==> config.mk <==
export PLATFORM = sky130hd
export DESIGN_NAME = execute_flag_register_ckpt
export DESIGN_NICKNAME = d
export VERILOG_FILES = /design/src/rtl/execute_flag_register_ckpt.sv
export SDC_FILE = /design/constraint.sdc
export NUM_CORES = 1
export LEC_CHECK = 0
export CAP_MARGIN = 20
export CORE_UTILIZATION = 50
export DETAILED_ROUTE_END_ITERATION = 16
export HOLD_SLACK_MARGIN = 0.05
export PLACE_DENSITY = 0.84
export SLEW_MARGIN = 10
export SYNTH_ARGS = -nofsm -noshare
export SYNTH_HDL_FRONTEND = slang
export SYNTH_SLANG_ARGS = --single-unit
export TNS_END_PERCENT = 50
==> constraint.sdc <==
create_clock -name iCLOCK -period 4.2 [get_ports iCLOCK]
set_input_delay 0.42 -clock iCLOCK [delete_from_list [all_inputs] [get_ports iCLOCK]]
set_output_delay 0.42 -clock iCLOCK [all_outputs]
set_load 0.01 [all_outputs]
==> src/rtl/execute_flag_register_ckpt.sv <==
// Execute-stage condition flag register with fixed-priority source select and a
// LIFO checkpoint stack for single-cycle flag recovery on branch or exception flush.
module execute_flag_register_ckpt #(
    parameter int FLAG_W     = 5,
    parameter int NUM_SRC    = 4,
    parameter int CKPT_DEPTH = 4,
    localparam int CNT_W     = $clog2(CKPT_DEPTH + 1)
) (
    input  logic                      iCLOCK,
    input  logic                      inRESET,
    input  logic                      iRESET_SYNC,
    input  logic                      iCTRL_HOLD,
    input  logic                      iPFLAGR_VALID,
    input  logic [FLAG_W-1:0]         iPFLAGR,
    input  logic                      iPREV_INST_VALID,
    input  logic                      iPREV_BUSY,
    input  logic                      iPREV_FLAG_WRITE,
    input  logic [NUM_SRC-1:0]        iSRC_VALID,
    input  logic [NUM_SRC*FLAG_W-1:0] iSRC_FLAG,
    input  logic                      iCKPT_PUSH,
    input  logic                      iCKPT_POP,
    input  logic                      iCKPT_RESTORE,
    input  logic                      iERR_CLEAR,
    output logic [FLAG_W-1:0]         oFLAG,
    output logic                      oFLAG_CHANGED,
    output logic [CNT_W-1:0]          oCKPT_COUNT,
    output logic                      oCKPT_FULL,
    output logic                      oCKPT_EMPTY,
    output logic                      oCKPT_ERR
);

    localparam int IDX_W = (CKPT_DEPTH > 1) ? $clog2(CKPT_DEPTH) : 1;

    logic [FLAG_W-1:0] r_flag;
    logic              r_changed;
    logic [CNT_W-1:0]  r_count;
    logic              r_err;
    logic [FLAG_W-1:0] r_stack [CKPT_DEPTH];

    logic              w_empty;
    logic              w_full;
    logic              w_restore;
    logic              w_push;
    logic              w_pop;
    logic              w_update;
    logic              w_src_hit;
    logic [FLAG_W-1:0] w_src_flag;
    logic [IDX_W-1:0]  w_top_idx;
    logic [IDX_W-1:0]  w_push_idx;
    logic [FLAG_W-1:0] w_flag_nxt;
    logic [CNT_W-1:0]  w_count_nxt;
    logic              w_wr_en;
    logic [IDX_W-1:0]  w_wr_idx;
    logic              w_new_err;

    assign w_empty    = (r_count == '0);
    assign w_full     = (r_count == CNT_W'(CKPT_DEPTH));
    assign w_restore  = iCKPT_RESTORE & ~w_empty;
    assign w_push     = iCKPT_PUSH & ~iCTRL_HOLD;
    assign w_pop      = iCKPT_POP & ~iCTRL_HOLD;
    assign w_update   = ~iPREV_BUSY & iPREV_INST_VALID & iPREV_FLAG_WRITE;
    assign w_top_idx  = IDX_W'(r_count - CNT_W'(1));
    assign w_push_idx = IDX_W'(r_count);

    // Descending scan so the lowest valid index is the last to assign and wins.
    always_comb begin
        w_src_hit  = 1'b0;
        w_src_flag = '0;
        for (int k = NUM_SRC - 1; k >= 0; k--) begin
            if (iSRC_VALID[k]) begin
                w_src_hit  = 1'b1;
                w_src_flag = iSRC_FLAG[k*FLAG_W +: FLAG_W];
            end
        end
    end

    always_comb begin
        w_flag_nxt = r_flag;
        if (w_restore) begin
            w_flag_nxt = r_stack[w_top_idx];
        end else if (iPFLAGR_VALID) begin
            w_flag_nxt = iPFLAGR;
        end else if (iCTRL_HOLD) begin
            w_flag_nxt = r_flag;
        end else if (w_update && w_src_hit) begin
            w_flag_nxt = w_src_flag;
        end
    end

    always_comb begin
        w_count_nxt = r_count;
        w_wr_en     = 1'b0;
        w_wr_idx    = w_push_idx;
        w_new_err   = 1'b0;
        if (w_restore) begin
            w_count_nxt = r_count - CNT_W'(1);
            w_new_err   = w_push | w_pop;
        end else begin
            w_new_err = iCKPT_RESTORE;
            if (w_push && w_pop) begin
                // Combined push+pop replaces the top in place; on an empty stack it is a push.
                w_wr_en = 1'b1;
                if (w_empty) begin
                    w_count_nxt = r_count + CNT_W'(1);
                end else begin
                    w_wr_idx = w_top_idx;
                end
            end else if (w_push) begin
                if (w_full) begin
                    w_new_err = 1'b1;
                end else begin
                    w_wr_en     = 1'b1;
                    w_count_nxt = r_count + CNT_W'(1);
                end
            end else if (w_pop) begin
                if (w_empty) begin
                    w_new_err = 1'b1;
                end else begin
                    w_count_nxt = r_count - CNT_W'(1);
                end
            end
        end
    end

    always_ff @(posedge iCLOCK or negedge inRESET) begin
        if (!inRESET) begin
            r_flag    <= '0;
            r_changed <= 1'b0;
            r_count   <= '0;
            r_err     <= 1'b0;
        end else if (iRESET_SYNC) begin
            r_flag    <= '0;
            r_changed <= 1'b0;
            r_count   <= '0;
            r_err     <= 1'b0;
        end else begin
            r_flag    <= w_flag_nxt;
            r_changed <= (w_flag_nxt != r_flag);
            r_count   <= w_count_nxt;
            if (w_new_err) begin
                r_err <= 1'b1;
            end else if (iERR_CLEAR) begin
                r_err <= 1'b0;
            end
        end
    end

    // Stack storage carries no reset; entries above the count are never read.
    always_ff @(posedge iCLOCK) begin
        if (inRESET && !iRESET_SYNC && w_wr_en) begin
            r_stack[w_wr_idx] <= r_flag;
        end
    end

    assign oFLAG         = r_flag;
    assign oFLAG_CHANGED = r_changed;
    assign oCKPT_COUNT   = r_count;
    assign oCKPT_FULL    = w_full;
    assign oCKPT_EMPTY   = w_empty;
    assign oCKPT_ERR     = r_err;

endmodule

==> impl_results.html, run 1 <==
<table>
<tr><th>Metric</th><th>Value</th></tr>
<tr><th colspan="2">Placed design</th></tr>
<tr><td>Worst slack after detailed placement</td><td>1.075 ns</td></tr>
<tr><td>Post-DP HPWL</td><td>3611 um</td></tr>
<tr><td>Number of port buffers</td><td>52</td></tr>
<tr><td>Placer congestion estimate</td><td>0.9295</td></tr>
<tr><td>Post-Place Cells</td><td>260</td></tr>
<tr><th colspan="2">Clock tree</th></tr>
<tr><td>Clock transition time at the flip-flop clock pins of the worst setup and hold paths</td><td>0.10 ns</td></tr>
<tr><td>Max H-tree Level</td><td>2</td></tr>
<tr><td>Source-to-sink clock delay at the later pin of the worst-skew pair</td><td>0.32 ns</td></tr>
<tr><td>Root buffer cell</td><td>sky130_fd_sc_hd__clkbuf_4</td></tr>
<tr><td>Post-cts repair resize count</td><td>0</td></tr>
<tr><td>Clock buffer depth</td><td>2</td></tr>
<tr><td>Clock tree from TritonCTS</td><td>yes</td></tr>
<tr><td>Number of buffers inserted to repair setup after CTS</td><td>0</td></tr>
<tr><td>Total number of clock tree sinks</td><td>30</td></tr>
<tr><td>Number of buffers inserted during clock tree synthesis</td><td>5</td></tr>
<tr><td>Hold buffer count at cts</td><td>0</td></tr>
<tr><th colspan="2">Floorplanning</th></tr>
<tr><td>Core ar.</td><td>0.003390 mm^2</td></tr>
<tr><td>Core Rows</td><td>21</td></tr>
<tr><td>Boundary pin count</td><td>53</td></tr>
<tr><td>X dimension of the die</td><td>62.18 um</td></tr>
<tr><td>Starting Density</td><td>53.41%</td></tr>
<tr><td>Area of the die</td><td>0.003866 mm^2</td></tr>
<tr><td>DIE HEIGHT</td><td>62.18 um</td></tr>
<tr><th colspan="2">STA</th></tr>
<tr><td>Hold violation count in the final report</td><td>0</td></tr>
<tr><td>Total negative slack</td><td>0 ns</td></tr>
<tr><td>Post-layout worst setup margin</td><td>1.002 ns</td></tr>
<tr><td>Setup repair after global routing missed its margin</td><td>false</td></tr>
<tr><td>Period utilization</td><td>76.15%</td></tr>
<tr><td>Max Fclk</td><td>312.7 MHz</td></tr>
<tr><td>Max-slew violation total from the final report</td><td>0</td></tr>
<tr><td>Worst-Margin Slew</td><td>0.7030 ns</td></tr>
<tr><td>Post-route minimum period</td><td>3.198 ns</td></tr>
<tr><td>Final setup vio count</td><td>0</td></tr>
<tr><td>Worst slew margin</td><td>52.77%</td></tr>
<tr><td>Setup Skew</td><td>0.008432 ns</td></tr>
<tr><th colspan="2">Logic synthesis</th></tr>
<tr><td>Synthesized-area fraction occupied by and/or/nand/nor cells</td><td>16.24%</td></tr>
<tr><td>Async S/R FF share, synth</td><td>33.33%</td></tr>
<tr><td>Adder-cell share of the synthesized area</td><td>2.073%</td></tr>
<tr><td>Main combinational cell family by area after synthesis</td><td>compound AO/OA/AOI/OAI gates</td></tr>
<tr><td>Biggest area contributors in the synthesized netlist</td><td>sky130_fd_sc_hd__edfxtp_1 33%, sky130_fd_sc_hd__dfrtp_1 14%, sky130_fd_sc_hd__mux4_2 6.2%</td></tr>
<tr><td>Proportion of synthesized area in mux cells</td><td>7.464%</td></tr>
<tr><td>Mapped cell area</td><td>0.001810 mm^2</td></tr>
<tr><td>Share of the synthesized netlist area taken by xor and xnor gates</td><td>2.419%</td></tr>
<tr><td>Leading area contributor after synthesis</td><td>sky130_fd_sc_hd__edfxtp_1</td></tr>
<tr><td>Share of Yosys cell area claimed by the top area cell type</td><td>33.17%</td></tr>
<tr><td>Net count of the mapped netlist</td><td>213</td></tr>
<tr><td>EDFF count, synth</td><td>20</td></tr>
<tr><td>Prevailing post-synth register cell</td><td>sky130_fd_sc_hd__edfxtp_1</td></tr>
<tr><td>Number of flip-flops and latches in the synthesized netlist</td><td>30</td></tr>
<tr><td>Gate count after technology mapping</td><td>169</td></tr>
<tr><td>Mean instance size in the synthesized netlist</td><td>10.71 um^2</td></tr>
<tr><td>Sequential share of the synthesized area</td><td>46.99%</td></tr>
<tr><td>Count of synthesis-stage warnings from yosys</td><td>0</td></tr>
<tr><td>Cell variety after synth</td><td>51</td></tr>
<tr><td>Share of the synthesized area in compound gates (AO/OA/AOI/OAI)</td><td>20.32%</td></tr>
<tr><th colspan="2">Pwr</th></tr>
<tr><td>Max VDD drop</td><td>316.2 uV</td></tr>
<tr><td>Power after layout</td><td>1.196 mW</td></tr>
<tr><td>Reported leakage power</td><td>0.8874 nW</td></tr>
<tr><td>Power density over the cells</td><td>497.3 mW/mm^2</td></tr>
<tr><th colspan="2">Drt</th></tr>
<tr><td>Average routed wire per standard cell</td><td>17.07 um</td></tr>
<tr><td>Drt first pass iters</td><td>5</td></tr>
<tr><td>Post-route DRC</td><td>0</td></tr>
<tr><td>Vias post-DR</td><td>1652</td></tr>
<tr><td>DRC violation total after the first TritonRoute iteration</td><td>152</td></tr>
<tr><td>Total wire length after detailed routing</td><td>4574 um</td></tr>
<tr><td>DRT antenna net count</td><td>0</td></tr>
<tr><td>Per-cell via count in the routed design</td><td>6.164</td></tr>
<tr><th colspan="2">Cells and area</th></tr>
<tr><td>Non-filler instance count after layout</td><td>268</td></tr>
<tr><td>Final core occ</td><td>70.95%</td></tr>
<tr><td>Most common cell after layout, fill and taps aside</td><td>sky130_fd_sc_hd__clkdlybuf4s50_1</td></tr>
<tr><td>Post-synthesis to final-layout area growth</td><td>32.83%</td></tr>
<tr><td>Commonest cells after routing, fill and taps aside</td><td>52 x sky130_fd_sc_hd__clkdlybuf4s50_1, 20 x sky130_fd_sc_hd__edfxtp_1, 13 x sky130_fd_sc_hd__a21oi_1</td></tr>
<tr><td>Fraction of layout instances using a drive strength above 1</td><td>8.108%</td></tr>
<tr><td>Filler Cell Count</td><td>242</td></tr>
<tr><td>N_diodes</td><td>0</td></tr>
<tr><td>Total number of nets in the final design</td><td>265</td></tr>
<tr><th colspan="2">Critical path</th></tr>
<tr><td>Setup Crit Path Kind</td><td>register to register</td></tr>
<tr><td>Category of the worst setup path capture point</td><td>register</td></tr>
<tr><td>CP Data Arrival Time</td><td>3.16 ns</td></tr>
<tr><td>Top cell by count, worst path</td><td>sky130_fd_sc_hd__inv_1</td></tr>
<tr><td>Crit path max fanout</td><td>10</td></tr>
<tr><td>Data required time of the worst path</td><td>4.16 ns</td></tr>
<tr><td>Startpoint kind of the worst setup timing path</td><td>register</td></tr>
<tr><td>List of cells traversed by the critical path</td><td>inv_1 &gt; ha_1 &gt; nand2b_1 &gt; inv_1 &gt; nor2_1 &gt; nand3_1 &gt; nand2_1 &gt; o21ai_0 &gt; nor3_1</td></tr>
<tr><td>Crit path max-delay cell type</td><td>sky130_fd_sc_hd__dfrtp_1</td></tr>
<tr><td>Max stage delay on crit path</td><td>0.66 ns</td></tr>
<tr><th colspan="2">Flow run</th></tr>
<tr><td>Number of violations of the max-capacitance limit</td><td>0</td></tr>
<tr><th colspan="2">GRT</th></tr>
<tr><td>Global routing's busiest layer</td><td>met2</td></tr>
<tr><td>Total global routing overflow</td><td>0</td></tr>
<tr><td>Wire length of the first global-routing pass</td><td>7231 um</td></tr>
<tr><td>Via count of the first global-routing pass</td><td>1539</td></tr>
<tr><td>Total GRT Usage</td><td>24.34%</td></tr>
<tr><td>Pin count of the biggest net entering global routing</td><td>12</td></tr>
<tr><td>Initial antenna violation count</td><td>0</td></tr>
<tr><td>Met3 track demand over resource</td><td>4.596%</td></tr>
<tr><td>Met1 layer usage reported by global route</td><td>31.89%</td></tr>
<tr><td>Global Route met2 Usage</td><td>39.56%</td></tr>
<tr><th colspan="2">Outcome</th></tr>
<tr><td>Run status</td><td>finished, final reports clean</td></tr>
<tr><th colspan="2">Hold path</th></tr>
<tr><td>Hold crit path type</td><td>input port to asynchronous set/reset pin</td></tr>
</table>
[synth_stat cells, drive strengths merged (3+ instances only)]
| cell type | n |
|---|---|
| edfxtp | 20 |
| a21oi | 13 |
| nand2 | 13 |
| dfrtp | 10 |
| o21ai | 10 |
| inv | 9 |
| nor2 | 9 |
| nand2b | 7 |
| nor2b | 6 |
| nor3 | 6 |
| buf | 5 |
| mux4 | 5 |
| nand3 | 4 |
| xnor2 | 4 |
| a221oi | 3 |
| ha | 3 |
| o22ai | 3 |
[critical path, delay by kind of cell (launching register included)]
family	cells	cell delay, ns
DFF	1	0.66
AOI/OAI and AO/OA	1	0.14
adders and majority gates	1	0.31
buffers and inverters	2	0.35
and+or+nand+nor	5	1.38
[per-stage QoR]
| step | hold slack, ns | cell area [um^2] |
|---|---|---|
| floorplan | 0.1244 | 1810 |
| global placement | 0.5274 | 2341 |
| detailed placement | 0.5386 | 2341 |
| CTS | 0.4629 | 2405 |
| global route | 0.4622 | 2405 |
| finish | 0.4479 | 2405 |
[area by class of cell]
type	count	area, um^2	area share (%)
Clock buffer	6	51.30	2.133
Clock inverter	2	12.51	0.5203
Inverter	9	33.78	1.405
Multi-Input combinational cell	123	878.3	36.52
Sequential cell	30	850.8	35.38
Tap cell	46	57.56	2.393
Timing Repair Buffer	52	520.5	21.64
[sequential cells by signal, indices dropped and copies added (netlist names)]
signal	count
r_stack	20
oFLAG_CHANGED	1
oCKPT_COUNT	3
oCKPT_ERR	1
oFLAG	5
[per-layer routing]
metal	share of wire [%]	wire length, um
met4	1.5	68
met2	49	2232
met1	42	1915
met5	0	0
met3	7.8	358
[final timing paths]
check / endpoint / slack, ns / from / cells after the start
hold / removal: oFLAG[4] / 0.45 / inRESET / 1
min in group iCLOCK: oCKPT_ERR / 0.54 / oCKPT_ERR / 2
max in group asynchronous: oFLAG[3] / 3.38 / inRESET / 1
setup / recovery: r_stack[1][4] / 1.00 / oCKPT_COUNT[0] / 9
hold reg to reg: oCKPT_ERR / 0.54 / oCKPT_ERR / 2
setup reg to reg: r_stack[1][4] / 1.00 / oCKPT_COUNT[0] / 9
[logic make-up after synthesis]
logic type,count (synthesis)
fa+ha+maj,3
xor+xnor,5
buf+inv,16
simple gates,54
compound gates,54
flops,30
mux,7
[where the power goes]
group          internal, mW  total, mW  leakage, nW  switching [mW]
clock network        0.0803      0.178       0.0343          0.0979
logic                 0.295      0.583        0.541           0.288
registers             0.365      0.435        0.312          0.0693
total                 0.741       1.20        0.887           0.455
Note: power is estimated with default switching activity, not from simulation.
==> run 2: changes to the inputs <==
--- a/config.mk
+++ b/config.mk
@@ -6,10 +6,10 @@
 export NUM_CORES = 1
 export LEC_CHECK = 0
 export CAP_MARGIN = 20
-export CORE_UTILIZATION = 50
+export CORE_UTILIZATION = 43
 export DETAILED_ROUTE_END_ITERATION = 16
 export HOLD_SLACK_MARGIN = 0.05
-export PLACE_DENSITY = 0.84
+export PLACE_DENSITY = 0.77
 export SLEW_MARGIN = 10
 export SYNTH_ARGS = -nofsm -noshare
 export SYNTH_HDL_FRONTEND = slang
==> constraint.sdc (replaced) <==
create_clock -name iCLOCK -period 2.6 [get_ports iCLOCK]
set_input_delay 0.26 -clock iCLOCK [delete_from_list [all_inputs] [get_ports iCLOCK]]
set_output_delay 0.26 -clock iCLOCK [all_outputs]
set_load 0.01 [all_outputs]
==> impl_results.html, run 2 (synthesis results as in run 1) <==
<table>
<tr><th>Metric</th><th>Value</th></tr>
<tr><th colspan="2">Cells and area</th></tr>
<tr><td>N_diodes</td><td>0</td></tr>
<tr><td>Biggest register</td><td>r_stack</td></tr>
<tr><td>Most common cell after layout, fill and taps aside</td><td>sky130_fd_sc_hd__clkdlybuf4s50_1</td></tr>
<tr><td>Post-route cell area</td><td>0.002499 mm^2</td></tr>
<tr><td>Commonest cells after routing, fill and taps aside</td><td>52 x sky130_fd_sc_hd__clkdlybuf4s50_1, 20 x sky130_fd_sc_hd__edfxtp_1, 13 x sky130_fd_sc_hd__a21oi_1</td></tr>
<tr><td>Post-synthesis to final-layout area growth</td><td>38.01%</td></tr>
<tr><td>Flip-flop count of the largest register, all copies and words added</td><td>20</td></tr>
<tr><td>Total number of nets in the final design</td><td>274</td></tr>
<tr><td>Fraction of layout instances using a drive strength above 1</td><td>11.26%</td></tr>
<tr><th colspan="2">Placed design</th></tr>
<tr><td>Number of port buffers</td><td>52</td></tr>
<tr><td>Standard cell area after detailed placement</td><td>0.002414 mm^2</td></tr>
<tr><td>Placer congestion estimate</td><td>0.8110</td></tr>
<tr><td>Post-DP HPWL</td><td>3494 um</td></tr>
<tr><th colspan="2">GRT</th></tr>
<tr><td>Total global routing overflow</td><td>0</td></tr>
<tr><td>Pin count of the biggest net entering global routing</td><td>12</td></tr>
<tr><td>Total GRT Usage</td><td>21.72%</td></tr>
<tr><td>Wire length of the first global-routing pass</td><td>6851 um</td></tr>
<tr><td>Initial antenna violation count</td><td>0</td></tr>
<tr><td>Via count of the first global-routing pass</td><td>1458</td></tr>
<tr><th colspan="2">Clock tree</th></tr>
<tr><td>Number of buffers inserted during clock tree synthesis</td><td>5</td></tr>
<tr><td>Post-cts repair resize count</td><td>0</td></tr>
<tr><td>Total number of clock tree sinks</td><td>30</td></tr>
<tr><td>Number of buffers inserted to repair setup after CTS</td><td>0</td></tr>
<tr><td>Clock buffer depth</td><td>2</td></tr>
<tr><td>Max H-tree Level</td><td>2</td></tr>
<tr><td>Clock transition time at the flip-flop clock pins of the worst setup and hold paths</td><td>0.07 ns</td></tr>
<tr><td>Hold buffer count at cts</td><td>0</td></tr>
<tr><td>Clock tree from TritonCTS</td><td>yes</td></tr>
<tr><td>Root buffer cell</td><td>sky130_fd_sc_hd__clkbuf_8</td></tr>
<tr><td>Source-to-sink clock delay at the later pin of the worst-skew pair</td><td>0.28 ns</td></tr>
<tr><th colspan="2">Pwr</th></tr>
<tr><td>Max VDD drop</td><td>407.4 uV</td></tr>
<tr><td>Total net switching power</td><td>0.7629 mW</td></tr>
<tr><td>Part of the power in registers</td><td>32.7%</td></tr>
<tr><td>Portion of total power attributed to combinational logic</td><td>49.8%</td></tr>
<tr><td>Power density over the cells</td><td>822.7 mW/mm^2</td></tr>
<tr><td>Switching power share of the total</td><td>37.11%</td></tr>
<tr><td>Internal</td><td>1.293 mW</td></tr>
<tr><td>Reported leakage power</td><td>0.9412 nW</td></tr>
<tr><td>Share of power burned in the clock network</td><td>17.5%</td></tr>
<tr><th colspan="2">Drt</th></tr>
<tr><td>Total wire length after detailed routing</td><td>4575 um</td></tr>
<tr><td>DRT antenna net count</td><td>0</td></tr>
<tr><td>Post-route DRC</td><td>0</td></tr>
<tr><td>Per-cell via count in the routed design</td><td>5.698</td></tr>
<tr><td>Vias post-DR</td><td>1601</td></tr>
<tr><td>DRC violation total after the first TritonRoute iteration</td><td>67</td></tr>
<tr><td>Drt first pass iters</td><td>4</td></tr>
<tr><td>Average routed wire per standard cell</td><td>16.28 um</td></tr>
<tr><th colspan="2">STA</th></tr>
<tr><td>Post-route minimum period</td><td>2.408 ns</td></tr>
<tr><td>Total negative slack</td><td>0 ns</td></tr>
<tr><td>Worst slew margin</td><td>61.36%</td></tr>
<tr><td>Hold violation count in the final report</td><td>0</td></tr>
<tr><td>Worst-Margin Slew</td><td>0.5796 ns</td></tr>
<tr><td>Setup repair after global routing missed its margin</td><td>false</td></tr>
<tr><td>Period utilization</td><td>92.61%</td></tr>
<tr><td>Setup Skew</td><td>0.002690 ns</td></tr>
<tr><td>Max Fclk</td><td>415.3 MHz</td></tr>
<tr><td>Max-slew violation total from the final report</td><td>0</td></tr>
<tr><td>Final setup vio count</td><td>0</td></tr>
<tr><th colspan="2">Critical path</th></tr>
<tr><td>Crit path max-delay cell type</td><td>sky130_fd_sc_hd__a21oi_1</td></tr>
<tr><td>Endpoint of the lowest-slack register-to-register path</td><td>oFLAG_CHANGED</td></tr>
<tr><td>Reg-to-reg slack, setup</td><td>0.19 ns</td></tr>
<tr><td>Max stage delay on crit path</td><td>0.49 ns</td></tr>
<tr><td>CP endpoint</td><td>oFLAG_CHANGED</td></tr>
<tr><td>Cell family with the largest share of critical-path delay</td><td>compound AO/OA/AOI/OAI gates</td></tr>
<tr><td>Cell count along the critical path</td><td>9</td></tr>
<tr><td>Worst setup path startpoint</td><td>oCKPT_COUNT[1]</td></tr>
<tr><td>Category of the worst setup path capture point</td><td>register</td></tr>
<tr><td>Worst path buffer plus inverter count</td><td>2</td></tr>
<tr><td>R2R Path Start</td><td>oCKPT_COUNT[1]</td></tr>
<tr><td>Startpoint kind of the worst setup timing path</td><td>register</td></tr>
<tr><td>Crit path max fanout</td><td>7</td></tr>
<tr><td>Data required time of the worst path</td><td>2.75 ns</td></tr>
<tr><td>CP Data Arrival Time</td><td>2.56 ns</td></tr>
<tr><td>Top cell by count, worst path</td><td>sky130_fd_sc_hd__a21oi_1</td></tr>
<tr><td>Length in cells of the worst reg-to-reg path</td><td>9</td></tr>
<tr><td>Setup Crit Path Kind</td><td>register to register</td></tr>
<tr><td>List of cells traversed by the critical path</td><td>inv_1 &gt; ha_1 &gt; nand2b_1 &gt; buf_4 &gt; a21oi_1 &gt; o31ai_1 &gt; a21o_1 &gt; a21oi_1 &gt; a41oi_1</td></tr>
<tr><th colspan="2">Floorplanning</th></tr>
<tr><td>Starting Density</td><td>44.94%</td></tr>
<tr><td>Core ar.</td><td>0.004029 mm^2</td></tr>
<tr><td>Area of the die</td><td>0.004474 mm^2</td></tr>
<tr><td>X dimension of the die</td><td>66.89 um</td></tr>
<tr><td>Boundary pin count</td><td>53</td></tr>
<tr><td>DIE HEIGHT</td><td>66.89 um</td></tr>
<tr><td>Core Rows</td><td>23</td></tr>
<tr><th colspan="2">Hold path</th></tr>
<tr><td>Hold crit path type</td><td>input port to asynchronous set/reset pin</td></tr>
<tr><th colspan="2">Outcome</th></tr>
<tr><td>Run status</td><td>finished, final reports clean</td></tr>
<tr><th colspan="2">Flow run</th></tr>
<tr><td>Number of violations of the max-capacitance limit</td><td>0</td></tr>
</table>
-- run 2: final cells by class --
class / instances / area (um^2)
Fill cell: 347 / 1530
Multi-Input combinational cell: 123 / 878.3
Sequential cell: 30 / 850.8
Timing Repair Buffer: 61 / 588.1
Clock buffer: 5 / 68.82
Tap cell: 50 / 62.56
Inverter: 9 / 33.78
Clock inverter: 3 / 16.27
-- run 2: worst register-to-register path: cells and delay by family, from the launching register on --
| kind | cells | cell delay [ns] |
|---|---|---|
| compound gates | 5 | 1.16 |
| simple gates | 1 | 0.15 |
| buf+inv | 2 | 0.30 |
| flops | 1 | 0.42 |
| fa+ha+maj | 1 | 0.26 |
-- run 2: power groups by stage --
stage / combinational, mW / clock (mW) / sequential [mW]
after floorplan: 0.655 / 0 / 0.684
after global placement: 0.993 / 0 / 0.679
after global routing: 1.12 / 0.390 / 0.685
after detailed placement: 1.02 / 0 / 0.682
after CTS: 1.03 / 0.373 / 0.673
final: 1.02 / 0.359 / 0.672
-- run 2: stage by stage --
step | power [mW] | utilization (%) | hold WS (ns) | cells | worst slack (ns)
after floorplan | 1.339 | - | -0.03559 | 169 | 0.07793
after global placement | 1.672 | 59.91 | 0.5269 | 273 | 0.2714
after detailed placement | 1.701 | 59.91 | 0.5398 | 273 | 0.1649
after CTS | 2.072 | 62.02 | 0.2735 | 281 | 0.2653
after global routing | 2.199 | 62.02 | 0.2834 | 281 | 0.01687
final | 2.056 | 62.02 | 0.2831 | 281 | 0.1922
-- run 2: layer usage --
| metal | track usage (%) | part of all wire, % | wire, um | vias up |
|---|---|---|---|---|
| li1 | - | - | - | 770 |
| met1 | 28.48 | 45 | 2042 | 770 |
| met2 | 33.84 | 49 | 2238 | 55 |
| met3 | 5.993 | 5.2 | 240 | 6 |
| met4 | 8.245 | 1.2 | 54 | 0 |
| met5 | 0 | 0 | 0 | - |
-- run 2: worst min-delay path by stage --
stage / to / start / depth (start not counted) / slack (ns)
6_report: oCKPT_ERR / inRESET / 2 / 0.28
5_1_grt: oCKPT_COUNT[2] / inRESET / 2 / 0.28
4_1_cts: oCKPT_ERR / inRESET / 2 / 0.27
3_5_place_dp: oCKPT_ERR / oCKPT_ERR / 2 / 0.54
3_3_place_gp: oCKPT_ERR / oCKPT_ERR / 2 / 0.53
2_1_floorplan: oCKPT_COUNT[0] / inRESET / 0 / -0.04
